### src/rtl/expr_ctrl_pkg.sv
// Shared types for the expression-recognizer share controller: FSM states, requester count,
// and the ASCII codes of the expression alphabet.
package expr_ctrl_pkg;

   localparam int NUM_REQ = 2;

   typedef enum logic [2:0] {
      ST_IDLE   = 3'd0,
      ST_CLEAR  = 3'd1,
      ST_STREAM = 3'd2,
      ST_WAIT   = 3'd3,
      ST_REPORT = 3'd4
   } state_t;

   localparam logic [7:0] ASC_0    = 8'd48;
   localparam logic [7:0] ASC_9    = 8'd57;
   localparam logic [7:0] ASC_PLUS = 8'd43;
   localparam logic [7:0] ASC_STAR = 8'd42;

endpackage

### src/rtl/rr_arb2.sv
// Two-way round-robin grant, purely combinational: a lone request wins outright,
// a tie goes to the requester named by ptr_i.
module rr_arb2 (
   input  logic [1:0] req_i,
   input  logic       ptr_i,
   output logic       gnt_o,
   output logic       any_o
);

   always_comb begin
      any_o = |req_i;
      unique case (req_i)
         2'b10:   gnt_o = 1'b1;
         2'b11:   gnt_o = ptr_i;
         default: gnt_o = 1'b0;
      endcase
   end

endmodule

### src/rtl/expr_share_ctrl.sv
// Shares one recognizer between two char streams: arbitrate, clear, stream one string, report.
// Result pulses 2 cycles after the last char; the ungranted requester sees req_ready low.
module expr_share_ctrl
   import expr_ctrl_pkg::*;
#(
   parameter int MAX_LEN = 16,
   parameter int LEN_W   = 5
) (
   input  logic                 clk,
   input  logic                 clr,
   input  logic [NUM_REQ-1:0]   req_valid,
   input  logic [8*NUM_REQ-1:0] req_char,
   input  logic [NUM_REQ-1:0]   req_last,
   output logic [NUM_REQ-1:0]   req_ready,
   output logic                 fsm_clr,
   output logic [7:0]           fsm_in,
   input  logic                 fsm_out,
   output logic                 res_valid,
   output logic                 res_id,
   output logic                 res_match,
   output logic                 res_err,
   output logic [LEN_W-1:0]     res_len,
   output logic                 busy
);

   localparam logic [LEN_W-1:0] LEN_MAX = LEN_W'(MAX_LEN);

   state_t             state_q, state_d;
   logic               gnt_q, gnt_d;
   logic               rr_q, rr_d;
   logic [LEN_W-1:0]   cnt_q, cnt_d, cnt_inc;
   logic               res_vld_q, res_vld_d;
   logic               res_id_q, res_id_d;
   logic               res_match_q, res_match_d;
   logic               res_err_q, res_err_d;
   logic [LEN_W-1:0]   res_len_q, res_len_d;
   logic [NUM_REQ-1:0] ready_q;
   logic               fsm_clr_q;
   logic               busy_q;

   logic               arb_gnt, arb_any;
   logic               vld_g, last_g;
   logic [7:0]         char_g;

   rr_arb2 u_arb (
      .req_i (req_valid),
      .ptr_i (rr_q),
      .gnt_o (arb_gnt),
      .any_o (arb_any)
   );

   assign vld_g   = req_valid[gnt_q];
   assign last_g  = req_last[gnt_q];
   assign char_g  = gnt_q ? req_char[15:8] : req_char[7:0];
   assign cnt_inc = (cnt_q == LEN_MAX) ? cnt_q : cnt_q + LEN_W'(1);

   always_comb begin
      state_d     = state_q;
      gnt_d       = gnt_q;
      rr_d        = rr_q;
      cnt_d       = cnt_q;
      res_vld_d   = 1'b0;
      res_id_d    = res_id_q;
      res_match_d = res_match_q;
      res_err_d   = res_err_q;
      res_len_d   = res_len_q;
      unique case (state_q)
         ST_IDLE: begin
            if (arb_any) begin
               gnt_d   = arb_gnt;
               cnt_d   = '0;
               state_d = ST_CLEAR;
            end
         end
         ST_CLEAR: state_d = ST_STREAM;
         ST_STREAM: begin
            if (vld_g) begin
               cnt_d = cnt_inc;
               if (last_g) begin
                  state_d = ST_WAIT;
               end else if (cnt_inc == LEN_MAX) begin
                  state_d     = ST_REPORT;
                  res_vld_d   = 1'b1;
                  res_id_d    = gnt_q;
                  res_len_d   = cnt_inc;
                  res_err_d   = 1'b1;
                  res_match_d = 1'b0;
               end
            end else begin
               // Requester broke a contiguous stream: abort without consuming a char.
               state_d     = ST_REPORT;
               res_vld_d   = 1'b1;
               res_id_d    = gnt_q;
               res_len_d   = cnt_q;
               res_err_d   = 1'b1;
               res_match_d = 1'b0;
            end
         end
         ST_WAIT: begin
            state_d     = ST_REPORT;
            res_vld_d   = 1'b1;
            res_id_d    = gnt_q;
            res_len_d   = cnt_q;
            res_err_d   = 1'b0;
            res_match_d = fsm_out;
         end
         ST_REPORT: begin
            rr_d    = ~gnt_q;
            state_d = ST_IDLE;
         end
         default: state_d = ST_IDLE;
      endcase
   end

   always_ff @(posedge clk) begin
      if (!clr) begin
         state_q     <= ST_IDLE;
         gnt_q       <= 1'b0;
         rr_q        <= 1'b0;
         cnt_q       <= '0;
         res_vld_q   <= 1'b0;
         res_id_q    <= 1'b0;
         res_match_q <= 1'b0;
         res_err_q   <= 1'b0;
         res_len_q   <= '0;
         ready_q     <= '0;
         fsm_clr_q   <= 1'b1;
         busy_q      <= 1'b0;
      end else begin
         state_q     <= state_d;
         gnt_q       <= gnt_d;
         rr_q        <= rr_d;
         cnt_q       <= cnt_d;
         res_vld_q   <= res_vld_d;
         res_id_q    <= res_id_d;
         res_match_q <= res_match_d;
         res_err_q   <= res_err_d;
         res_len_q   <= res_len_d;
         // Outputs follow the state being entered so they are clean registers.
         ready_q     <= (state_d == ST_STREAM) ? {gnt_d, ~gnt_d} : '0;
         fsm_clr_q   <= (state_d != ST_STREAM) && (state_d != ST_WAIT);
         busy_q      <= (state_d != ST_IDLE);
      end
   end

   assign req_ready = ready_q;
   assign fsm_clr   = fsm_clr_q;
   assign fsm_in    = (state_q == ST_STREAM) ? char_g : 8'h00;
   assign busy      = busy_q;
   assign res_valid = res_vld_q;
   assign res_id    = res_id_q;
   assign res_match = res_match_q;
   assign res_err   = res_err_q;
   assign res_len   = res_len_q;

endmodule

### config.mk
export PLATFORM = sky130hd
export DESIGN_NAME = expr_share_ctrl
export DESIGN_NICKNAME = d
export VERILOG_FILES = /design/src/rtl/expr_ctrl_pkg.sv /design/src/rtl/rr_arb2.sv /design/src/rtl/expr_share_ctrl.sv
export SDC_FILE = /design/constraint.sdc
export NUM_CORES = 1
export LEC_CHECK = 0
export BUFFER_PORTS_ARGS = -buffer_cell sky130_fd_sc_hd__buf_2
export CAP_MARGIN = 5
export CORE_UTILIZATION = 50
export CTS_BUF_LIST = sky130_fd_sc_hd__clkbuf_8 sky130_fd_sc_hd__clkbuf_16
export CTS_CLUSTER_DIAMETER = 120
export DETAILED_ROUTE_END_ITERATION = 6
export PLACE_DENSITY = 0.81
export SYNTH_ARGS = -nofsm -noshare
export SYNTH_HDL_FRONTEND = slang
export SYNTH_SLANG_ARGS = --single-unit
export TNS_END_PERCENT = 10
### constraint.sdc
create_clock -name clk -period 2.5 [get_ports clk]
set_input_delay 0.125 -clock clk [delete_from_list [all_inputs] [get_ports clk]]
set_output_delay 0.125 -clock clk [all_outputs]
set_load 0.05 [all_outputs]
### Yosys cells after proc, flatten, opt, wreduce, memory -nomap -nowiden

Cells that the tools add are included.

* output and inout bits: 21
* flip-flop bits (word level): 23
* input port bits: 23
* word-level logic and storage cells: 78

* equality and inequality tests: 15
* reduce and logical (&&, ||, !) cells: 9
* muxes and demuxes: 38
* add/subtract/negate cells: 1
* order comparisons: 1
* bitwise operators: 2

Operators by type and width (count)
* $mux W5: 6
* $pmux W5 S2: 2
* $mux W1: 18
* $mux W8: 2
* $mux W3: 4
* $pmux W3 S4: 1
* $eq A5 B5 Y1 const B: 2
* $pmux W1 S2: 5
* $eq A3 B2 Y1 const B: 3
* $ne A3 B2 Y1 const B: 2
* $ne A3 B3 Y1 const B: 2
* $reduce_and A3 Y1: 2
* $add A5 B1 Y5 const B: 1
* $eq A2 B2 Y1 const B: 2
* $ne A2 B2 Y1 const B: 2
* $reduce_bool A2 Y1: 2
* $eq A3 B1 Y1 const B: 1
* $eq A3 B3 Y1 const B: 1
* $logic_not A3 Y1: 1
* $reduce_bool A3 Y1: 1
* $lt A1 B2 Y1 const B: 1
* $not A1 Y1: 2
* $reduce_and A2 Y1: 1
* $reduce_or A2 Y1: 1
* $logic_and A1 B1 Y1: 1

### Longest topological paths before layout

Gate-level depths: netlist of the first run.

* depth in word-level cells: 9
* gate-level depth with buffers: 9

### Modules after synthesis

Synthesis of the first run repeated with hierarchy kept, for this count alone.

* cells, all modules: 160
* area total of the unflattened synthesis: 1277.5 um2

By module, submodules not included
* expr_share_ctrl: cells each 157, times used 1, area an instance 1260.0 um2
* rr_arb2: cells each 3, times used 1, area an instance 17.5 um2

### Least setup slack after synthesis of the first run

Ideal clock, no wire load.

* kind: reg-to-output
* start point: register state_q[1]
* end point: output fsm_in[0]
* required time: 2.375 ns
* path slack: 0.575 ns
* data arrival time: 1.800 ns
* cell stages (with the launch flop): 5
* cell sequence: dfxtp_1 or3b_1 clkbuf_1 clkbuf_1 nor2_1

* longest elaborated chain between the ends: 2

Ends and longest elaborated chain
* start, declared: line expr_share_ctrl.sv:28 `state_t state_q, state_d;`
* start signal, assigned: line expr_share_ctrl.sv:130 `state_q <= state_d;`
* $eq A3 B2 Y1: line expr_share_ctrl.sv:148 `assign fsm_in = (state_q == ST_STREAM) ? char_g : 8'h00;`
* $mux W8: line expr_share_ctrl.sv:148
* end, declared: line expr_share_ctrl.sv:16 `output logic [7:0] fsm_in,`

No other way between the ends.

### Worst setup path after layout of the first run

* start point: register cnt_q[0]
* end point: register res_len_q[2], in the netlist res_len[2]

* longest elaborated chain between the ends: 6
* elaborated cells between the ends (all ways): 10
* those cells by class: 1 x add/sub; 3 x eq/ne; 5 x mux; 1 x reduce/logical

Ends and longest elaborated chain
* start, declared: line expr_share_ctrl.sv:31 `logic [LEN_W-1:0] cnt_q, cnt_d, cnt_inc;`
* start signal, assigned: line expr_share_ctrl.sv:133 `cnt_q <= cnt_d;`
* $add A5 B1 Y5 / $eq A5 B5 Y1 (equally long branches): line expr_share_ctrl.sv:55 `assign cnt_inc = (cnt_q == LEN_MAX) ? cnt_q : cnt_q + LEN_W'(1);`
* $mux W5 (*): line expr_share_ctrl.sv:55
* $mux W5: line expr_share_ctrl.sv:81 `end else if (cnt_inc == LEN_MAX) begin`
* $mux W5: line expr_share_ctrl.sv:79 `if (last_g) begin`
* $mux W5: line expr_share_ctrl.sv:77 `if (vld_g) begin`
* $pmux W5 S2: line expr_share_ctrl.sv:67 `unique case (state_q)`
* end signal, assigned: line expr_share_ctrl.sv:138 `res_len_q <= res_len_d;`
* end, declared: line expr_share_ctrl.sv:36 `logic [LEN_W-1:0] res_len_q, res_len_d;`

Mark *: on every way between the ends. The rest lies on a longest branch, timed or not. The select of a mux whose other input is x is not followed.
A chain may end at the register's enable or synchronous reset.

==> results of run 1 <==
==> worst max-delay path: stages, from the launching register on <==
cell and delay (ns):
dfxtp_1 0.51, inv_1 0.08, ha_1 0.21, and3b_4 0.19, o31a_1 0.29, o31a_1 0.36, nor2_4 0.20, mux2i_1 0.18
==> state kept, by name, indices dropped and copies added (netlist names) <==
name       flops
req_ready      2
busy           1
fsm_clr        1
res_id         1
res_len        5
gnt_q          1
res_err        1
rr_q           1
res_valid      1
res_match      1
cnt_q          5
state_q        3
==> logic make-up after synthesis <==
kind of cell | after synthesis | synth area share, %
fa+ha+maj | 2 | 1.76
xor+xnor | 3 | 1.85
compound gates | 40 | 21.5
simple gates | 71 | 25.8
buf+inv | 19 | 6.78
flops | 23 | 32.4
mux | 13 | 9.87
==> worst paths after layout <==
| path | end | startpoint | cells after the start | slack (ns) |
|---|---|---|---|---|
| worst max-delay path | res_len[2] | cnt_q[0] | 7 | 0.41 |
| worst min-delay path | res_match | fsm_out | 3 | 0.10 |
| worst max register to register | res_len[2] | cnt_q[0] | 7 | 0.41 |
| worst min register to register | res_len[2] | res_len[2] | 2 | 0.45 |
==> power by group <==
| part | switching [mW] | total (mW) | leakage [nW] | internal (mW) |
|---|---|---|---|---|
| registers | 0.0193 | 0.401 | 0.187 | 0.382 |
| logic | 0.154 | 0.238 | 0.473 | 0.0844 |
| clock network | 0.124 | 0.236 | 0.0255 | 0.112 |
==> through the flow <==
| stage | hold WS (ns) | instance area (µm²) | utilization, % | setup WS (ns) | total power, mW |
|---|---|---|---|---|---|
| 2_1_floorplan | 0.247 | 1420 | - | 0.575 | 0.594 |
| 3_3_place_gp | 0.359 | 1610 | 62.2 | 0.532 | 0.641 |
| 3_5_place_dp | 0.391 | 1610 | 62.2 | 0.447 | 0.647 |
| 4_1_cts | 0.110 | 1660 | 64.0 | 0.426 | 0.879 |
| 5_1_grt | 0.117 | 1660 | 64.0 | 0.281 | 0.913 |
| 6_report | 0.103 | 1660 | 64.0 | 0.408 | 0.875 |
==> Yosys cell counts (2+ instances only) <==
cell      instances
inv_1             6
a21oi_1          13
clkbuf_1          4
nor2_1           28
nand2_1          11
a211oi_1          5
buf_2             5
buf_6             2
mux2i_1          11
o31a_1            2
nand3_1           4
xnor2_1           3
nor3_1           10
mux2_4            2
nor3b_1           2
o21ai_0           6
ha_1              2
dfxtp_1          23
and3_1            2
nand2b_1          3
==> area by class of cell <==
cell class	instances	share of cell area, %
clock inverter	1	0.302
timing repair buffer	44	13.4
clock buffer	3	2.49
inverter	7	1.59
tap	30	2.27
multi-input combinational	129	52.1
sequential	23	27.8
==> layer usage <==
layer  routed length [µm]  GRT usage (%)  share of wire, %  vias up
met3                  160           3.04               4.9        5
met5                    0              0                 0        -
met4                   47           8.93               1.5        0
met2                 1650           41.5                51       55
met1                 1380           27.4                43      608
li1                     -              -                 -      673
==> summary.txt, run 1 <==
Number of synthesized flops with an enable pin - 0
GRT Total Usage - 23.0%
Final setup fails - 0
Core region area - 0.00259 mm²
Vias in the first global route - 1335
1st-pass router iterations - 4
Required time of the critical path - 2.70 ns
Commonest cells after routing, fill and taps aside - buf_2, nor2_1, dfxtp_1, a21oi_1
Synth Flop Type - dfxtp_1
N_diodes - 0
Worst rel slew slack - 66.3%
Setup TNS - 0 ns
Port bufs - 43
PD cells - 528 mW/mm²
Ys async rst share - 0%
Critical path class - flop to flop
CTS tree - done
Worst VDD drop - 347 µV
Num rows - 18
DRC - 0
Non-filler cells in the finished layout - 237
Slew of the pin with the lowest slew margin - 0.491 ns
Nets - 233
Post-synthesis sequential area ratio - 32.4%
Initial antenna violation count - 0
Die ar. - 0.00306 mm²
Via density - 5.66
Total CTS buffers - 3
Hold_buf cts - 0
Fin crit share - 83.7%
Mapped Nets - 196
H-tree depth - 1
Startpoint Class - flop
YS warnings - 0
Reg clk slew, reported paths - 0.09 ns
Placer Congestion - 0.917
Routed WL - 3230 µm
Arrival @ worst endpoint - 2.29 ns
Root Driver - clkbuf_8
Max-cap violations - 0
Resize count post-CTS - 0
Mapped cell area - 0.00142 mm²
Clk_skew - 0.00941 ns
#FFs+latches synth - 23
Cell taking the most area after synthesis - dfxtp_1
Status - complete, no violations
Max FO, Critical Path - 9
Fillers - 220
Largest net degree at the start of global routing - 18
Mean post-synth cell area - 8.30 µm²
Layout cell share with drive strength beyond 1 - 28.5%
Total leakage power - 0.685 nW
Clock latency on the worst-skew pair - 0.27 ns
IO Count - 44
WL/cell - 13.6 µm
Yosys top cell area share - 32.4%
Multi-input logic area - 863 µm²
DRT iter0 DRCs - 44
RSZ-0062 raised after global routing - no
Die Wd - 55.3 µm
Clock sink total - 23
Fin crit period - 2.09 ns
Placed cells - 233
Clock buffer depth - 2
Max Slew Vio Count - 0
Final Hold Viols - 0
HPWL after DPL - 2430 µm
Area growth, synth to finish - 16.7%
Most common cell after layout, fill and taps aside - buf_2
Chip Height - 55.3 µm
Synth unique cells - 47
DR vias - 1341
Post-synthesis cell count - 171
Grt ovf - 0
Top post-synthesis cells by area - dfxtp_1, mux2i_1, nor2_1
Initial Util - 54.8%
Post-route ant nets - 0
Setup Fix Bufs, Post-CTS - 0
F_max - 0.478 GHz
First-pass GRT wire length - 5710 µm
Storage cell area - 460 µm²
Crit end category - flop
Hold Crit Class - primary input to flop
(Power assumes the default switching activity.)
==> run 2: changes to the inputs <==
==> constraint.sdc (replaced) <==
create_clock -name clk -period 2.1 [get_ports clk]
set_input_delay 0.105 -clock clk [delete_from_list [all_inputs] [get_ports clk]]
set_output_delay 0.105 -clock clk [all_outputs]
set_load 0.05 [all_outputs]
==> summary.txt, run 2 (same netlist as run 1, synthesis figures left out) <==
Max Slew Vio Count - 0 (unchanged)
Pre-CTS WS - 0.138 ns (-0.309 ns)
H-tree depth - 1 (unchanged)
Most frequent CP cell - o31a_1
DRT iter0 DRCs - 56 (+27%)
Required time of the critical path - 2.29 ns (-0.41 ns)
Final Hold Viols - 0 (unchanged)
HP Start - fsm_out
Critical path class - flop to flop
Placer Congestion - 0.853 (-6.9%)
IO Count - 44 (unchanged)
Hold-critical path endpoint - res_match
Reg clk slew, reported paths - 0.08 ns (about the same)
GRT Total Usage - 21.7% (-1.3 points)
Commonest cells after routing, fill and taps aside - buf_2, nor2_1, dfxtp_1, a21oi_1
Via density - 5.67 (+0.25%)
Slowest CP cell - dfxtp_1
Routed WL - 3250 µm (+0.40%)
Fillers - 215 (-2.3%)
WHS Path Cells - 3 (unchanged)
Clock latency on the worst-skew pair - 0.26 ns (about the same)
F_max - 0.504 GHz (+5.3%)
Crit path cell chain - inv_1, ha_1, and3b_4, o31a_1, o31a_1, nor2_4, mux2i_1
Die Wd - 55.3 µm (unchanged)
DR vias - 1367 (+1.9%)
Max FO, Critical Path - 6 (-3)
Clock sink total - 23 (unchanged)
Arrival @ worst endpoint - 2.18 ns (-0.11 ns)
Worst rel slew slack - 69.1% (+2.8 points)
CTS tree - done
Worst VDD drop - 491 µV (+41%)
PD cells - 616 mW/mm² (+17%)
N_diodes - 0 (unchanged)
Post-route setup slack - 0.114 ns (-0.294 ns)
Clk_skew - 0.00522 ns (-0.00419 ns)
Vias in the first global route - 1313 (-1.6%)
FF-to-FF Start - cnt_q[1]
Grt ovf - 0 (unchanged)
Largest net degree at the start of global routing - 18 (unchanged)
Slew of the pin with the lowest slew margin - 0.450 ns (-0.0412 ns)
Area growth, synth to finish - 18.8%
1st-pass router iterations - 4 (unchanged)
Chip Height - 55.3 µm (unchanged)
Initial antenna violation count - 0 (unchanged)
Setup Fix Bufs, Post-CTS - 0 (unchanged)
Core region area - 0.00259 mm² (unchanged)
Layout cell share with drive strength beyond 1 - 29.9% (+1.4 points)
DRC - 0 (unchanged)
Setup TNS - 0 ns (unchanged)
Num rows - 18 (unchanged)
Total leakage power - 0.705 nW (+2.9%)
Root Driver - clkbuf_8
Max-cap violations - 0 (unchanged)
Fin crit share - 94.6% (+11 points)
Hold Crit Class - primary input to flop
Die ar. - 0.00306 mm² (unchanged)
Most common cell after layout, fill and taps aside - buf_2
Startpoint Class - flop
WL/cell - 13.5 µm (-1.3%)
First-pass GRT wire length - 5380 µm (-5.8%)
WP depth - 7 (unchanged)
Status - complete, no violations
Total Power - 1.04 mW (+19%)
HPWL after DPL - 2550 µm (+4.9%)
Resize count post-CTS - 0 (unchanged)
Port bufs - 43 (unchanged)
Initial Util - 54.8% (unchanged)
Max incr delay on CP - 0.39 ns (-0.12 ns)
Worst reg-to-reg path cell count - 7 (unchanged)
Crit-path leading delay family - compound AO/OA/AOI/OAI gates
Fin crit period - 1.99 ns (-0.106 ns)
R2R Path End - res_len[2]
Buffers plus inverters on the worst setup path - 1 (unchanged)
Hold_buf cts - 0 (unchanged)
Clock buffer depth - 2 (unchanged)
Post-route ant nets - 0 (unchanged)
Total CTS buffers - 3 (unchanged)
Nets - 237 (+1.7%)
RSZ-0062 raised after global routing - no
Final setup fails - 0 (unchanged)
Crit end category - flop
R2R setup slack - 0.11 ns (-0.29 ns)
-- run 2: cell types whose count changed in the layout (fill, tap and decap cells not counted), sizes merged --
cell,change
buf,+4
-- run 2: power breakdown --
part	total (mW)	switching (mW)	internal, mW
Clock	0.272	0.139	0.132
Sequential	0.476	0.0218	0.455
Combinational	0.291	0.186	0.105
Total	1.04	0.348	0.692
-- run 2: worst max-delay path by stage --
stage / from / to
floorplan: cnt_q[0] / res_len[2]
global placement: cnt_q[1] / res_len[2]
detailed placement: cnt_q[1] / res_len[2]
CTS: cnt_q[1] / res_len[2]
global route: cnt_q[1] / res_len[2]
finish: cnt_q[1] / res_len[2]
-- run 2: stage by stage --
stage | instances | hold slack, ns | cell area, µm² | utilization [%]
after global placement | 237 | 0.340 | 1640 | 63.3
final | 241 | 0.0694 | 1690 | 65.1
after floorplan | 171 | 0.227 | 1420 | -
after global routing | 241 | 0.108 | 1690 | 65.1
after CTS | 241 | 0.0653 | 1690 | 65.1
after detailed placement | 237 | 0.344 | 1640 | 63.3
-- run 2: area by class of cell --
class / count / area, µm² / area share (%)
clock buffers: 3 / 41.3 / 2.45
clock inverters: 1 / 5.00 / 0.297
inverters: 7 / 26.3 / 1.56
multi-input cells: 129 / 863 / 51.2
flip-flops and latches: 23 / 460 / 27.3
well taps: 30 / 37.5 / 2.23
repair buffers: 48 / 253 / 15.0
-- run 2: worst register-to-register path: stages, from the launching register on --
cell and delay, ns:
dfxtp_1 0.39, inv_1 0.07, ha_1 0.21, and3b_4 0.19
o31a_1 0.29, o31a_1 0.36, nor2_4 0.19, mux2i_1 0.21
-- run 2: layer usage --
layer / share of wire (%) / up-vias / wire, µm / GRT usage (%)
met5: 0 / - / 0 / 0
met4: 0.83 / 0 / 27 / 7.86
met3: 6.4 / 4 / 207 / 2.81
met2: 52 / 72 / 1680 / 39.9
met1: 41 / 607 / 1330 / 25.5
li1: - / 684 / - / -
